--- config.mk ---
export PLATFORM = sky130hd
export DESIGN_NAME = muldiv_seq
export DESIGN_NICKNAME = d
export VERILOG_FILES = /design/src/rtl/muldiv_seq.sv
export SDC_FILE = /design/constraint.sdc
export NUM_CORES = 1
export LEC_CHECK = 0
export BUFFER_PORTS_ARGS = -buffer_cell sky130_fd_sc_hd__buf_4
export CAP_MARGIN = 5
export CORE_AREA = 2 2 173 175
export DETAILED_ROUTE_END_ITERATION = 16
export DIE_AREA = 0 0 175 177
export PLACE_DENSITY = 0.77
export SETUP_SLACK_MARGIN = 0.4
export SYNTH_ARGS = -nofsm -noshare
export SYNTH_HDL_FRONTEND = slang
export SYNTH_SLANG_ARGS = --single-unit
--- constraint.sdc ---
create_clock -name clk -period 6.85 [get_ports clk]
set_input_delay 0.685 -clock clk [delete_from_list [all_inputs] [get_ports clk]]
set_output_delay 0.685 -clock clk [all_outputs]
set_load 0.005 [all_outputs]
--- src/rtl/muldiv_seq.sv ---
// muldiv_seq: iterative 32x32 multiply / 32/32 divide sequencer driving a shared external ALU
module muldiv_seq #(
    parameter logic [4:0] ALU_ADD = 5'h0,
    parameter logic [4:0] ALU_SUB = 5'h1
) (
    input  logic        clk,
    input  logic        reset_n,
    input  logic        start,
    input  logic [1:0]  op,
    input  logic [31:0] a,
    input  logic [31:0] b,
    output logic        busy,
    output logic        done,
    output logic [31:0] hi,
    output logic [31:0] lo,
    output logic        div_by_zero,
    output logic [4:0]  alu_conf,
    output logic        alu_sign,
    output logic [31:0] alu_in1,
    output logic [31:0] alu_in2,
    input  logic [31:0] alu_result
);
    typedef enum logic [2:0] {IDLE, LOAD, ITER, FIX, DONE} state_t;
    state_t      state;
    logic [1:0]  op_r;
    logic [31:0] a_r, b_r, acc, sh, mb;
    logic [4:0]  cnt;
    logic        neg_q, neg_r;
    logic [31:0] abs_a, abs_b, rp;
    logic [63:0] prod;
    logic        carry, take;
    assign abs_a = (op_r[0] && a_r[31]) ? -a_r : a_r;
    assign abs_b = (op_r[0] && b_r[31]) ? -b_r : b_r;
    assign rp    = {acc[30:0], sh[31]};
    assign carry = alu_result < acc;
    assign take  = acc[31] | (rp >= mb);
    assign prod  = neg_q ? -{acc, sh} : {acc, sh};
    // ALU operands: add step for multiply, trial subtract for divide, idle values otherwise
    always_comb begin
        alu_sign = 1'b0;
        alu_conf = (state == ITER && op_r[1]) ? ALU_SUB : ALU_ADD;
        alu_in1  = (state != ITER) ? 32'h0 : op_r[1] ? rp : acc;
        alu_in2  = (state != ITER) ? 32'h0 : (op_r[1] || sh[0]) ? mb : 32'h0;
    end
    // Sequencer: latch request, form magnitudes, 32 shift/add or shift/subtract steps, fix signs
    always_ff @(posedge clk or negedge reset_n) begin
        if (!reset_n) begin
            state       <= IDLE;
            busy        <= 1'b0;
            done        <= 1'b0;
            hi          <= 32'h0;
            lo          <= 32'h0;
            div_by_zero <= 1'b0;
            op_r        <= 2'b0;
            a_r         <= 32'h0;
            b_r         <= 32'h0;
            acc         <= 32'h0;
            sh          <= 32'h0;
            mb          <= 32'h0;
            cnt         <= 5'd0;
            neg_q       <= 1'b0;
            neg_r       <= 1'b0;
        end else begin
            case (state)
                LOAD: begin
                    if (op_r[1] && b_r == 32'h0) begin
                        hi          <= a_r;
                        lo          <= 32'hFFFFFFFF;
                        div_by_zero <= 1'b1;
                        busy        <= 1'b0;
                        done        <= 1'b1;
                        state       <= DONE;
                    end else begin
                        acc   <= 32'h0;
                        sh    <= op_r[1] ? abs_a : abs_b;
                        mb    <= op_r[1] ? abs_b : abs_a;
                        neg_q <= op_r[0] & (a_r[31] ^ b_r[31]);
                        neg_r <= op_r[0] & a_r[31];
                        cnt   <= 5'd0;
                        state <= ITER;
                    end
                end
                ITER: begin
                    cnt <= cnt + 5'd1;
                    acc <= op_r[1] ? (take ? alu_result : rp) : {carry, alu_result[31:1]};
                    sh  <= op_r[1] ? {sh[30:0], take} : {alu_result[0], sh[31:1]};
                    if (cnt == 5'd31)
                        state <= FIX;
                end
                FIX: begin
                    hi          <= op_r[1] ? (neg_r ? -acc : acc) : prod[63:32];
                    lo          <= op_r[1] ? (neg_q ? -sh : sh) : prod[31:0];
                    div_by_zero <= 1'b0;
                    busy        <= 1'b0;
                    done        <= 1'b1;
                    state       <= DONE;
                end
                default: begin
                    done <= 1'b0;
                    if (start) begin
                        op_r  <= op;
                        a_r   <= a;
                        b_r   <= b;
                        busy  <= 1'b1;
                        state <= LOAD;
                    end else begin
                        state <= IDLE;
                    end
                end
            endcase
        end
    end
endmodule

== Yosys cells after proc, flatten, opt, wreduce, memory -nomap -nowiden ==
Index checks and enable logic that the tools add are counted.
Word-level totals
  input bits: 101
  bits in latches: 0
  output and inout port bits: 137
  RAM bits: 0
  logic and storage cells: 91
  memories kept: 0
  memory bits (read-only): 0
  flip-flop bits (word level): 239
Operators by class
  bitwise logic cells: 7
  reduce and logical (&&, ||, !) cells: 16
  add/subtract/negate cells: 6
  shift-type cells: 0
  divide/modulo/power cells: 0
  magnitude comparators: 2
  $mul: 0
  muxes and demuxes: 37
  eq/ne operators: 8
Operators by type and width (count)
  2-to-1 mux 32 bit: 19
  case mux 32 bit (2 select lines): 4
  negation 32 bit: 4
  2-to-1 mux 64 bit: 1
  negation 64 bit: 1
  greater-or-equal comparator 32 bit: 1
  zero test 32 bit: 1
  < comparator 32 bit: 1
  case mux 5 bit (2 select lines): 1
  AND reduction 2 bit: 5
  case mux 3 bit (3 select lines): 1
  == test 3 x 2 -> 1 bit (second input constant): 2
  2-to-1 mux 3 bit: 2
  case mux 1 bit (3 select lines): 2
  adder 5 x 1 -> 5 bit (second input constant): 1
  == test 5 bit (second input constant): 1
  2-to-1 mux 1 bit: 5
  2-to-1 mux 5 bit: 1
  logical AND 1 bit: 4
  inequality test 2 bit (second input constant): 2
  nonzero test 2 bit: 2
  == test 3 x 1 -> 1 bit (second input constant): 1
  inequality test 3 x 2 -> 1 bit (second input constant): 1
  inverter 1 bit: 3
  9 further kinds: 10

== Logic depth before layout (Yosys ltp) ==
Gate-level depths: netlist of run 1.
  depth in word-level cells: 5
  gate-level depth with buffers: 12
  gate-level depth less buffers: 10

== Worst setup path after synthesis of run 1 ==
No wires, ideal clock.
  kind: flip-flop to flip-flop
  start: register sh[0]
  end: register lo[26]
  data required time: 6.721 ns
  cell stages (with the launch flop): 10
  period minus slack after synthesis: 2.801 ns
  setup time: 0.129 ns
  data arrival time: 2.673 ns
  setup slack: 4.049 ns
  path buffers: 0
  cell sequence: dfrtp_1 -> inv_1 -> ha_1 -> or3b_2 -> or3_1 -> or2_4 -> or4_4 -> o31ai_4 -> xor2_1 -> o21ai_1
On the way
  longest elaborated chain between the ends: 4
  elaborated cells between the ends (all ways): 6
  those cells by class: add/sub: 2; mux: 4
RTL lines
  from (decl): RTL line 26  | logic [31:0] a_r, b_r, acc, sh, mb;
  from (signal assigned): RTL line 75  | sh <= op_r[1] ? abs_a : abs_b;
  from (signal assigned): RTL line 86  | sh <= op_r[1] ? {sh[30:0], take} : {alu_result[0], sh[31:1]};
  negation 64 bit / negation 32 bit (equally long branches): RTL line 37, 92
  2-to-1 mux 64 bit / 2-to-1 mux 32 bit (equally long branches): RTL line 37, 92
  2-to-1 mux 32 bit *: RTL line 92  | lo <= op_r[1] ? (neg_q ? -sh : sh) : prod[31:0];
  case mux 32 bit (2 select lines) *: RTL line 64  | case (state)
  to (signal assigned): RTL line 92
  to (decl): RTL line 15  | output logic [31:0] lo,
Mark *: on every way between the ends. The rest lies on a longest branch, timed or not.
A chain may end at the register's enable or synchronous reset.

== Final worst setup path of run 1 ==
  start: register b_r[10]
  end: register hi[9]
On the way
  longest elaborated chain between the ends: 4
RTL lines
  from (decl): RTL line 26
  from (signal assigned): RTL line 56  | b_r <= 32'h0;
  from (signal assigned): RTL line 103  | b_r <= b;
  zero test 32 bit: RTL line 66  | if (op_r[1] && b_r == 32'h0) begin
  logical AND 1 bit: RTL line 66
  inequality test 2 bit (no line)
  AND reduction 2 bit (no line)
  to (signal assigned): RTL line 67  | hi <= a_r;
  to (signal assigned): RTL line 91  | hi <= op_r[1] ? (neg_r ? -acc : acc) : prod[63:32];
  to (decl): RTL line 14  | output logic [31:0] hi,
No other way between the ends.

==> results of run 1 <==
-- worst paths after layout --
check / startpoint / to / slack, ns / cells past startpoint
min in group clk: a[8] / a_r[8] / 0.36 / 2
setup reg to reg: b_r[10] / hi[9] / 2.69 / 9
hold reg to reg: div_by_zero / div_by_zero / 0.48 / 1
max in group asynchronous: reset_n / sh[10] / 5.45 / 2
setup / recovery: b_r[10] / hi[9] / 2.69 / 9
hold / removal: reset_n / acc[21] / 0.12 / 1
-- metrics by stage --
stage	utilization	setup slack, ns
6_report	0.634	2.69
3_3_place_gp	0.605	2.98
4_1_cts	0.634	2.82
3_5_place_dp	0.605	2.83
5_1_grt	0.634	2.45
2_1_floorplan	-	4.05
-- cells by family after synthesis --
group	after synthesis	share of synthesized area
mux	184	0.122
buf+inv	215	0.0543
fa+ha+maj	69	0.0547
simple gates	445	0.139
compound gates	480	0.186
xor+xnor	117	0.0649
other cells	1	0.000238
flops	239	0.379
-- placed cells by master (no fill, tap or decap), types with 69 or more instances in the layout --
cell	instances
ha_1	69
dfrtp_1	238
a21oi_1	103
inv_1	78
nand2_1	139
mux2i_1	115
o21ai_0	190
mux2_2	69
buf_4	248
nor2_1	117
-- final cells by class --
class,instances,area (um2),share of cell area
clock buffer,39,771,0.0416
clock inverter,10,83.8,0.00452
inverter,79,297,0.0160
multi-input combinational,1300,9030,0.487
sequential,239,5980,0.323
tap,390,488,0.0263
timing repair buffer,250,1900,0.102
-- registers in the layout (all words and copies together) (netlist names), 2 cells and up --
signal  cells
a_r        32
acc        32
b_r        32
cnt         5
hi         32
lo         32
mb         32
op_r        2
sh         32
state       3
-- cell usage after synthesis, types with 4 or more instances --
library cell,instances
nor2b_1,9
nor3_1,25
buf_4,7
nand2_1,140
nand2b_1,4
nand4_1,19
nand3_1,22
a211oi_1,23
o22ai_1,6
or4_1,14
or3_1,10
xnor2_1,60
a22oi_1,10
a21o_1,13
nor4_1,13
buf_2,19
a221oi_1,6
a22o_1,5
mux2i_1,115
buf_1,8
inv_1,78
o21ai_1,5
mux2_2,69
a2111oi_0,4
o211ai_1,18
nand3b_1,4
and2_1,38
o221ai_1,10
xor2_1,57
o41ai_1,10
or3b_2,4
dfrtp_1,239
ha_1,69
and3_1,6
a31oi_1,17
clkbuf_1,102
o31ai_1,16
o21ai_0,190
a21oi_1,104
nor2_1,118
a32oi_1,32
-- critical path, stage by stage, from the launching register on --
cell     delay (ns)
dfrtp_1        0.43
or4_1          0.61
nor4b_1        0.44
and3_1         0.40
nand3_1        0.23
nor2_4         0.68
buf_4          0.59
nor2_1         0.26
a22oi_1        0.21
o21ai_0        0.11
-- metal layers --
metal / share of wire / global-route usage / up-vias / wire, um
met2: 0.44 / 0.502 / 787 / 22900
li1: - / - / 6565 / -
met1: 0.43 / 0.486 / 7084 / 22600
met3: 0.097 / 0.0522 / 112 / 5120
met4: 0.037 / 0.116 / 0 / 1930
met5: 0 / 0 / - / 0
-- power groups by stage --
stage                     combinational [uW]  clock (uW)  sequential (uW)
final                                   5310        1420             3220
after global placement                  5050           0             3170
after floorplan                         3720           0             2620
after detailed placement                5180           0             3190
after CTS                               5230        1430             3170
after global routing                    5780        1480             3280
==> reports/metrics.cfg, run 1 <==
[clocking]
cts.repair.resized = 0
cts_hold_buf = 0
clock_latency_ns = 0.56
cts.sinks = 239
cts_inserted_buffers = 27
clk_pin_slew_ns = 0.06
cts_setup_buffers = 0
clockBufferDepth = 3
htree_num_levels = 1
cts_tree = done
cts-root-buf = clkbuf_16

[worst_setup_path]
setup.worst_path.end_class = flop
critPathMaxFanout = 36
setup.worst_path.class = reg -> reg
cp-start-kind = flop
cp_data_required_time_ns = 7.27
arrival_ns = 4.58

[min_path]
hold_class = in -> async

[floorplan]
die_y_um = 177
fp.coreArea_um2 = 29200
rows = 63
die_w_um = 175
start_util = 0.540
design.die.area_um2 = 31000
num_io_pins = 238

[sta]
rsz0062_at_grt = false
slew_violations = 0
period_share = 0.608
setup_viol = 0
fmax_ghz = 0.240
slew_headroom = 0.214
fin_hold_ws_ns = 0.121
setup_tns_ns = 0
worst_slew_pin_slew_ns = 1.17
fin_crit_ns = 4.16
finClkSkew_ns = 0.0221
finalHoldViolCount = 0

[final_layout]
layout.cells.non_filler = 2307
antenna_cells = 0
area_growth_syn_to_layout_pct = 17.5
drive_above_1_share = 0.201
nFillCells = 2443
nets = 2067
fin_area_um2 = 18500

[power]
pwr-share-comb = 0.534
swShare = 0.481
p_leak_uw = 0.00819
seqPwrFrac = 0.324
max-vdd-ir-drop_mv = 0.284
p_per_area_nw_per_um2 = 536
power.switching_uw = 4790
p_clk_frac = 0.142
p_int_uw = 5160
finalPower_uw = 9950

[drt]
drtIter0Drc = 1549
ant_nets = 0
first_pass_iters = 6
drc = 0
wl_per_cell_um = 22.8
vias = 14548
viasPerCell = 6.31
wirelength_um = 52600

[placement]
io_buffers = 232
place_inst = 2258
dp_hpwl_um = 38600
dpl_cell_area_um2 = 17700
place_congestion = 1.00

[grt]
grtUsageTotal = 0.333
grt_max_degree = 140
grt_pass1_wl_um = 80200
grt_overflow = 0
grt_pass1_vias = 13546
antenna_found_initial = 0

[yosys]
synth_ff_type = dfrtp_1
yosysUniqueCellTypes = 66
yosysSeqAreaShare = 0.379
netlist_area_um2 = 15800
synth_area_leader_cell = dfrtp_1
ys_ff_latch = 239
synthArstFlopShare = 1.00
yosys_warnings = 0
avgSynthCellArea_um2 = 9.02
synthTopCellsByArea = dfrtp_1 38%, mux2i_1 7.3%, o21ai_0 6.0%
yosysTopAreaCellShare = 0.379
synth_cells = 1750
synth_edf_count = 0

[run]
drv_cap = 0

[run_status]
outcome = complete, no violations

No activity file was read; power rests on OpenSTA's default activity.
==> run 2: changes to the inputs <==
--- a/config.mk
+++ b/config.mk
@@ -7,9 +7,9 @@
 export LEC_CHECK = 0
 export BUFFER_PORTS_ARGS = -buffer_cell sky130_fd_sc_hd__buf_4
 export CAP_MARGIN = 5
-export CORE_AREA = 2 2 173 175
+export CORE_AREA = 2 2 176 178
 export DETAILED_ROUTE_END_ITERATION = 16
-export DIE_AREA = 0 0 175 177
+export DIE_AREA = 0 0 178 180
 export PLACE_DENSITY = 0.77
 export SETUP_SLACK_MARGIN = 0.4
 export SYNTH_ARGS = -nofsm -noshare
==> constraint.sdc (replaced) <==
create_clock -name clk -period 3.5 [get_ports clk]
set_input_delay 0.35 -clock clk [delete_from_list [all_inputs] [get_ports clk]]
set_output_delay 0.35 -clock clk [all_outputs]
set_load 0.005 [all_outputs]
==> reports/metrics.cfg, run 2 (synthesis results as in run 1) <==
[worst_setup_path]
slowest_delay_ns = 0.64  ; -0.04 ns
critPathMostFrequentCell = buf_4
setup.worst_path.class = reg -> reg
crit_chain = or4_1 -> nor4b_2 -> and3_1 -> buf_4 -> a31oi_4 -> buf_4 -> o211ai_1 -> a22oi_1
setup.worst_path.end_class = flop
cp_data_required_time_ns = 3.89  ; -3.38 ns
slowest_stage = or4_1
path_delay_family = simple AND/OR/NAND/NOR gates
reg2regPathDepth = 8  ; -1
r2r-start = b_r[10]
arrival_ns = 3.44  ; -1.14 ns
cp-start-kind = flop
critPathMaxFanout = 24  ; -33%
path_buf_inv = 2  ; +1
timing.rr.end = sh[8]
rrSetupSlack_ns = 0.45  ; -2.24 ns

[grt]
grt_pass1_vias = 13965  ; +3.1%
grt_overflow = 0  ; unchanged
grt_pass1_wl_um = 84000  ; +4.7%
grt_max_degree = 156  ; +11%
grtUsageTotal = 0.341  ; +0.00809
antenna_found_initial = 1  ; +1

[placement]
place_congestion = 1.01  ; +1.0%
dp_hpwl_um = 41800  ; +8.5%
dpl_cell_area_um2 = 18100  ; +2.2%
io_buffers = 232  ; unchanged

[sta]
fin_crit_ns = 3.05  ; -1.11 ns
finalHoldViolCount = 0  ; unchanged
worst_slew_pin_slew_ns = 0.996  ; -0.178 ns
finClkSkew_ns = 0.0162  ; -0.00585 ns
slew_violations = 0  ; unchanged
rsz0062_at_grt = true
setup_viol = 0  ; unchanged
period_share = 0.872  ; +0.265
slew_headroom = 0.336  ; +0.121
fmax_ghz = 0.328  ; +36%
setup_tns_ns = 0  ; unchanged

[min_path]
hp-start = b[0]
hold_class = in -> reg
hold_end = b_r[0]
min_path_cells = 2

[final_layout]
nets = 2114  ; +2.3%
antenna_cells = 0  ; unchanged
final_cell_mix = 285 x buf_4, 235 x dfrtp_1, 188 x o21ai_0, 140 x nand2_1, 116 x nor2_1
fin_area_um2 = 19200  ; +3.5%
area_growth_syn_to_layout_pct = 21.7
final_util = 0.636  ; +0.00183
final_common_cell = buf_4
drive_above_1_share = 0.233  ; +0.0319

[clocking]
clock_latency_ns = 0.55  ; about the same
cts-root-buf = clkbuf_16
cts.sinks = 239  ; unchanged
clk_pin_slew_ns = 0.06  ; about the same
cts_tree = done
cts_inserted_buffers = 27  ; unchanged
htree_num_levels = 1  ; unchanged
clockBufferDepth = 3  ; unchanged

[drt]
drtIter0Drc = 1616  ; +4.3%
wl_per_cell_um = 23.7  ; +4.0%
vias = 14989  ; +3.0%
drc = 0  ; unchanged
viasPerCell = 6.35  ; +0.72%
wirelength_um = 55900  ; +6.4%
first_pass_iters = 7  ; +1
ant_nets = 0  ; unchanged

[floorplan]
die_w_um = 178  ; +1.7%
rows = 64  ; +1.6%
start_util = 0.523  ; -0.0169
num_io_pins = 238  ; unchanged
die_y_um = 180  ; +1.7%
fp.coreArea_um2 = 30200  ; +3.2%
design.die.area_um2 = 32000  ; +3.4%

[run]
drv_cap = 0  ; unchanged

[power]
finalPower_uw = 20400  ; +110%
max-vdd-ir-drop_mv = 0.718  ; +150%
p_leak_uw = 0.00852  ; +4.1%
p_per_area_nw_per_um2 = 1060  ; +98%

[run_status]
outcome = complete, no violations

[run 2: cell types whose count changed in the layout (fill, tap and decap cells not counted), moves of 3 or more]
cell	before	now
dfrtp_2	0	3
buf_12	1	10
clkbuf_1	7	0
clkinv_4	0	3
buf_4	248	285
a21oi_1	103	100
bufinv_16	1	5
dfrtp_1	238	235
[run 2: worst max-delay path by stage]
stage             from     end  slack (ns)  depth (start not counted)
6_report       b_r[10]   sh[8]        0.45                          8
5_1_grt         acc[0]  hi[24]        0.37                         11
4_1_cts         acc[0]  hi[24]        0.34                         11
3_5_place_dp   b_r[10]   hi[5]        0.35                          8
3_3_place_gp     sh[0]  hi[24]        0.42                         12
2_1_floorplan    sh[0]  lo[26]        0.70                          9
[run 2: worst register-to-register path, delay by kind of cell (launching register included)]
kind | cells | cell delay, ns
buffers and inverters | 2 | 0.51
and+or+nand+nor | 3 | 1.24
AOI/OAI and AO/OA | 3 | 0.73
DFF | 1 | 0.43
[run 2: metrics by stage]
step,worst slack (ns),cells,hold slack [ns]
after floorplan,0.699,1754,0.0544
after global placement,0.420,2302,0.463
after detailed placement,0.347,2302,0.493
after CTS,0.338,2356,0.0326
after global routing,0.366,2360,0.0346
final,0.447,2360,0.0359
[run 2: power breakdown]
group,total [uW],internal (uW),switching (uW),leakage (uW)
combinational,11300,4750,6530,0.00515
clock,3080,1850,1230,0.000465
sequential,6060,4090,1960,0.00291
total,20400,10700,9720,0.00852
[run 2: final cells by class]
cell class | count | area [um2]
fillers | 2465 | 11000
clock inverters | 19 | 241
flip-flops and latches | 239 | 5990
inverters | 79 | 297
repair buffers | 297 | 2360
well taps | 396 | 495
multi-input cells | 1300 | 9100
clock buffers | 30 | 717
[run 2: timing repair]
| action | 4_1_cts | 5_1_grt |
|---|---|---|
| pin swaps | 1 | 3 |
| gates resized for setup | 3 | 22 |
| setup buffers | 4 | 4 |
| hold endpoints to repair | 73 | 0 |
| endpoints found under the setup margin | 5 | 74 |
| hold buffers | 1 | 0 |
[run 2: per-layer routing]
metal | wire, um | global-route usage | vias to the layer above
met5 | 13 | 0 | -
met4 | 2330 | 0.122 | 2
met3 | 5520 | 0.0539 | 135
met2 | 24900 | 0.518 | 868
met1 | 23100 | 0.491 | 7303
li1 | - | - | 6681
